File: src/rtl/b2_msg_feeder.sv
// b2_msg_feeder
// Front end for the BLAKE2 hash core. Bytes arriving on the input stream are
// packed into BLOCK_BYTES-wide blocks. Each block is handed to the core
// with an init (first block) or next (later block) pulse. The running byte
// count goes out on 'length'. When the core returns the digest of the final
// block, it is held for the downstream consumer with a valid/ready handshake.
//
// The "final" command output is named final_cmd because "final" is a
// reserved word in SystemVerilog and cannot be used as a port name.

module b2_msg_feeder #(
   parameter int BLOCK_BYTES = 128,
   parameter int LEN_BITS    = 128,
   parameter int DIGEST_BITS = 88
) (
   input  logic                     clk,
   input  logic                     rst,
   input  logic                     in_valid,
   input  logic [7:0]               in_data,
   input  logic                     in_last,
   output logic                     in_ready,
   output logic                     init,
   output logic                     next,
   output logic                     final_cmd,
   output logic [BLOCK_BYTES*8-1:0] block,
   output logic [LEN_BITS-1:0]      length,
   input  logic                     core_ready,
   input  logic                     core_digest_valid,
   input  logic [DIGEST_BITS-1:0]   core_digest,
   output logic                     dgst_valid,
   output logic [DIGEST_BITS-1:0]   dgst,
   input  logic                     dgst_ready
);

   localparam int IDX_BITS = (BLOCK_BYTES > 1) ? $clog2(BLOCK_BYTES) : 1;

   typedef enum logic [2:0] {IDLE, FILL, ISSUE, BUSY, DONE} feederState_t;

   feederState_t               state;
   feederState_t               nextState;
   logic [IDX_BITS-1:0]        byteIdx;
   logic                       firstBlock;
   logic                       finalFlag;
   logic                       busyFirst;
   logic [BLOCK_BYTES*8-1:0]   blockReg;
   logic [LEN_BITS-1:0]        lengthReg;
   logic [DIGEST_BITS-1:0]     dgstReg;
   logic                       accept;

   assign accept = in_valid && in_ready;
   assign block  = blockReg;
   assign length = lengthReg;
   assign dgst   = dgstReg;

   // State register. Reset is asynchronous so that a message in flight is
   // abandoned at once, whatever the core is doing.
   always_ff @(posedge clk or posedge rst) begin
      if (rst) begin
         state <= IDLE;
      end else begin
         state <= nextState;
      end
   end

   // Next-state logic. A block is closed when its last slot is filled or
   // when the source marks the end of the message. After a command, the
   // feeder waits in BUSY. For a non-final block, it waits for the core to
   // come back ready; the first BUSY cycle is skipped because the core only
   // drops ready one cycle after it takes the command. For the final block,
   // it waits for the digest instead.
   always_comb begin
      nextState = state;
      case (state)
         IDLE: begin
            if (accept) begin
               nextState = in_last ? ISSUE : FILL;
            end
         end
         FILL: begin
            if (accept && (in_last || byteIdx == IDX_BITS'(BLOCK_BYTES - 1))) begin
               nextState = ISSUE;
            end
         end
         ISSUE: begin
            if (core_ready) begin
               nextState = BUSY;
            end
         end
         BUSY: begin
            if (finalFlag) begin
               if (core_digest_valid) begin
                  nextState = DONE;
               end
            end else if (!busyFirst && core_ready) begin
               nextState = FILL;
            end
         end
         DONE: begin
            if (dgst_ready) begin
               nextState = IDLE;
            end
         end
         default: nextState = IDLE;
      endcase
   end

   // Output decode. The command pulse is a pure function of being in ISSUE
   // with the core ready, so it lasts exactly the one cycle in which the core
   // takes it. in_ready is also held low while reset is asserted, so that
   // every output reads zero during reset.
   always_comb begin
      in_ready   = 1'b0;
      init       = 1'b0;
      next       = 1'b0;
      final_cmd  = 1'b0;
      dgst_valid = 1'b0;
      case (state)
         IDLE, FILL: begin
            in_ready = !rst;
         end
         ISSUE: begin
            if (core_ready) begin
               init      = firstBlock;
               next      = !firstBlock;
               final_cmd = finalFlag;
            end
         end
         DONE: begin
            dgst_valid = 1'b1;
         end
         default: ;
      endcase
   end

   // Datapath. This logic packs the bytes into the block, keeps the running
   // length, and tracks the first-block and final flags. It clears the block
   // between blocks, and clears everything once the consumer has taken the
   // digest. length is only cleared at the end of a message, so it keeps
   // counting across blocks.
   always_ff @(posedge clk or posedge rst) begin
      if (rst) begin
         byteIdx    <= '0;
         firstBlock <= 1'b1;
         finalFlag  <= 1'b0;
         busyFirst  <= 1'b0;
         blockReg   <= '0;
         lengthReg  <= '0;
         dgstReg    <= '0;
      end else begin
         case (state)
            IDLE: begin
               if (accept) begin
                  blockReg[7:0] <= in_data;
                  byteIdx       <= IDX_BITS'(1);
                  lengthReg     <= lengthReg + LEN_BITS'(1);
                  finalFlag     <= in_last;
               end
            end
            FILL: begin
               if (accept) begin
                  blockReg[int'(byteIdx)*8 +: 8] <= in_data;
                  byteIdx   <= byteIdx + IDX_BITS'(1);
                  lengthReg <= lengthReg + LEN_BITS'(1);
                  finalFlag <= in_last;
               end
            end
            ISSUE: begin
               if (core_ready) begin
                  firstBlock <= 1'b0;
                  busyFirst  <= 1'b1;
               end
            end
            BUSY: begin
               busyFirst <= 1'b0;
               if (finalFlag) begin
                  if (core_digest_valid) begin
                     dgstReg <= core_digest;
                  end
               end else if (!busyFirst && core_ready) begin
                  blockReg <= '0;
                  byteIdx  <= '0;
               end
            end
            DONE: begin
               if (dgst_ready) begin
                  blockReg   <= '0;
                  lengthReg  <= '0;
                  byteIdx    <= '0;
                  firstBlock <= 1'b1;
                  finalFlag  <= 1'b0;
               end
            end
            default: ;
         endcase
      end
   end

endmodule

File: config.mk
export PLATFORM = sky130hd
export DESIGN_NAME = b2_msg_feeder
export DESIGN_NICKNAME = d
export VERILOG_FILES = /design/src/rtl/b2_msg_feeder.sv
export SDC_FILE = /design/constraint.sdc
export NUM_CORES = 2
export LEC_CHECK = 0
export ABC_AREA = 1
export CELL_PAD_IN_SITES_DETAIL_PLACEMENT = 1
export CELL_PAD_IN_SITES_GLOBAL_PLACEMENT = 2
export CORE_AREA = 2 2 527 529
export CTS_CLUSTER_DIAMETER = 120
export DETAILED_ROUTE_END_ITERATION = 6
export DIE_AREA = 0 0 529 531
export PLACE_DENSITY = 0.71
export SYNTH_ARGS = -nofsm -noshare
export SYNTH_HDL_FRONTEND = slang
export SYNTH_SLANG_ARGS = --single-unit
File: constraint.sdc
create_clock -name clk -period 44.5 [get_ports clk]
set_clock_uncertainty 0.15 [all_clocks]
set_input_delay 11.125 -clock clk [delete_from_list [all_inputs] [get_ports clk]]
set_output_delay 11.125 -clock clk [all_outputs]
set_load 0.02 [all_outputs]
==> results_dict.tcl <==
set metrics [dict create \
    status "complete, no violations" \
    drv_slew 0 \
    wire_per_inst_um 29.39 \
    die_height_um 531 \
    slew_headroom_pct 18.47 \
    first_global_vias 59458 \
    routed_wl_um 352200 \
    ys_warn_count 0 \
    path_class "primary input to primary output" \
    fillCellCount 32409 \
    rsz0062_at_grt "no" \
    totalNegativeSetupSlack_ns 0 \
    syn_area_mm2 0.05628 \
    antenna_left 0 \
    antenna_found_initial 23 \
    ys_types 44 \
    core.rowCount 193 \
    clk_pin_slew_ns 0.06 \
    p_seq_share_pct 32.1 \
    drtIter0Drc 3719 \
    cts_tree "yes" \
    io_buffer_count 1347 \
    swShare_pct 43.53 \
    die_area_mm2 0.2809 \
    p_switching_mw 1.965 \
    avgSynthCellArea_um2 8.179 \
    wirelength_met1_um 136400 \
    overflow 0 \
    setup_viol 0 \
    yosys.area.top_type "dfrtp_1" \
    fin_crit_ns 24.39 \
    cts_buffers 166 \
    clock-sinks 1253 \
    grt_pass1_wl_um 481800 \
    vias_per_cell 4.678 \
    postCtsHoldBufs 0 \
    cp_max_fo 4 \
    cts_htree_levels 4 \
    startpoint_type "primary input" \
    clockRootBuffer "clkbuf_16" \
    synth_seq_area_share_pct 55.72 \
    synthesis.nets 6988 \
    ys.flop_type "dfrtp_1" \
    start_util_pct 20.44 \
    gp_congestion 0.9028 \
    tightest_slew_ns 1.223 \
    synth-edff-count 0 \
    p_int_mw 2.550 \
    combPwrFrac_pct 37.3 \
    wl_met3_um 22930 \
    ys_seq_elements 1253 \
    syn-instance-count 6881 \
    fin_cells 11987 \
    clk_latency_ns 0.84 \
    p_total_mw 4.515 \
    areaGrowthSynthToFinish_pct 41.25 \
    dp_hpwl_um 277400 \
    grt_max_degree 148 \
    fin_nets 8349 \
    maxCapViolations 0 \
    wl_met2_um 169900 \
    synthTopCellsByCount "2346 x nand2_1, 1252 x dfrtp_1, 665 x nor2_1" \
    hold_path_class "register to register" \
    p_leak_nw 34.15 \
    cts-resized-gates 0 \
    post-route-period-util_pct 54.80 \
    fin_ws_ns 20.11 \
    endpoint_kind "primary output" \
    dr.pass1.iters 5 \
    ioPinCount 1348 \
    final_util_pct 28.88 \
    drc 0 \
    power_density_mw_per_mm2 56.80 \
    crit_arrival_ns 13.11 \
    clockBufferDepth 4 \
    async_flop_share_pct 100.0 \
    core_mm2 0.2753 \
    synth_most_common_cell "nand2_1" \
    groute.usage.overall_pct 24.36 \
    ir_worst_vdd_mv 0.05875 \
    drive_gt1_share_pct 5.973 \
    placedCellCount 11681 \
    fmax_ghz 0.04101 \
    critical_path_required_ns 33.23 \
    vias 56079 \
    dp_slack_ns 20.00 \
    post_cts_buffers 0 \
    power_frac_clock_pct 30.6 \
    synthTopCellsByArea "dfrtp_1 56%, nand2_1 16%, nand3_1 4.6%" \
    hold_violations 0 \
    top_layer "met4" \
    die_w_um 529 \
    synth_top_area_share_pct 55.67 \
]
[power groups by stage]
stage / sequential, mW / combinational, mW / clock, mW
floorplan: 1.58 / 0.631 / 0
global placement: 1.47 / 1.70 / 0
detailed placement: 1.47 / 1.71 / 0
CTS: 1.45 / 1.72 / 1.41
global route: 1.46 / 1.79 / 1.45
finish: 1.45 / 1.68 / 1.38
[layout by cell type, fill, tap and decap left out, types with 4 or more instances in the layout]
| master | instances |
|---|---|
| clkbuf_8 | 37 |
| nor3_2 | 12 |
| inv_6 | 8 |
| o22ai_1 | 156 |
| inv_1 | 537 |
| diode_2 | 9 |
| nand2_4 | 5 |
| inv_2 | 8 |
| a21oi_2 | 7 |
| a21oi_1 | 64 |
| dfrtp_1 | 1252 |
| clkinvlp_4 | 9 |
| mux2_2 | 88 |
| clkinv_2 | 33 |
| nand2_2 | 6 |
| clkdlybuf4s50_1 | 1347 |
| nor3_1 | 131 |
| nor4_1 | 20 |
| nand3_1 | 517 |
| clkbuf_1 | 28 |
| nand4_1 | 145 |
| buf_4 | 76 |
| o31ai_1 | 8 |
| o21a_1 | 6 |
| o21ai_0 | 431 |
| o21ai_1 | 159 |
| nor2_4 | 4 |
| clkbuf_16 | 170 |
| xor2_1 | 28 |
| xnor2_1 | 13 |
| nor2_2 | 8 |
| clkinv_4 | 4 |
| nor2_1 | 663 |
| bufinv_16 | 8 |
| nand2_1 | 2341 |
[registers in the layout, summed over array words and instances, names as in the netlist]
register	flops
block	1024
length	128
dgst	88
byteIdx	7
state	3
busyFirst	1
finalFlag	1
firstBlock	1
[cell families after synthesis]
family / count (synthesis) / synth area share [%]
AO/OA/AOI/OAI: 840 / 7.966
multiplexers: 88 / 1.761
buffers and inverters: 786 / 5.500
AND/OR/NAND/NOR: 3869 / 28.33
flip-flops: 1253 / 55.72
adder cells (fa/ha/maj): 4 / 0.08893
XOR/XNOR: 41 / 0.6381
[final timing paths]
kind	from	end	slack (ns)	cells after the start
worst min register to register	block[195]	block[195]	0.32	2
worst min-delay path	block[195]	block[195]	0.32	2
worst max register to register	state[1]	block[662]	38.08	13
worst max-delay path	core_ready	next	20.11	6
min in group asynchronous	rst	length[103]	11.07	3
max in group asynchronous	rst	block[41]	28.00	8
[worst max-delay path, cell delays in order]
cell and delay [ns]:
clkdlybuf4s50_1 0.54, inv_1 0.08, nor2_1 0.14, inv_1 0.13, nor2_1 0.39, clkdlybuf4s50_1 0.71
[layer usage]
layer	track usage [%]	vias up
li1	-	25115
met1	27.86	28530
met2	41.72	1876
met3	5.641	558
met4	13.73	0
met5	0	-
[metrics by stage]
step	instance area, um2	hold WS, ns
6_report	79490	0.3195
4_1_cts	79470	0.3224
2_1_floorplan	56280	0.3319
3_3_place_gp	73970	0.3071
5_1_grt	79480	0.3419
3_5_place_dp	73970	0.3081
[area by class of cell]
cell class / count / area [um2] / area share (%)
flip-flops and latches: 1253 / 31360 / 39.45
multi-input cells: 4842 / 21920 / 27.57
repair buffers: 1424 / 14070 / 17.70
clock buffers: 235 / 4868 / 6.124
well taps: 3607 / 4513 / 5.677
inverters: 555 / 2110 / 2.654
clock inverters: 62 / 630.6 / 0.7933
diodes: 9 / 22.52 / 0.02833
Note: power is estimated with default switching activity, not from simulation.
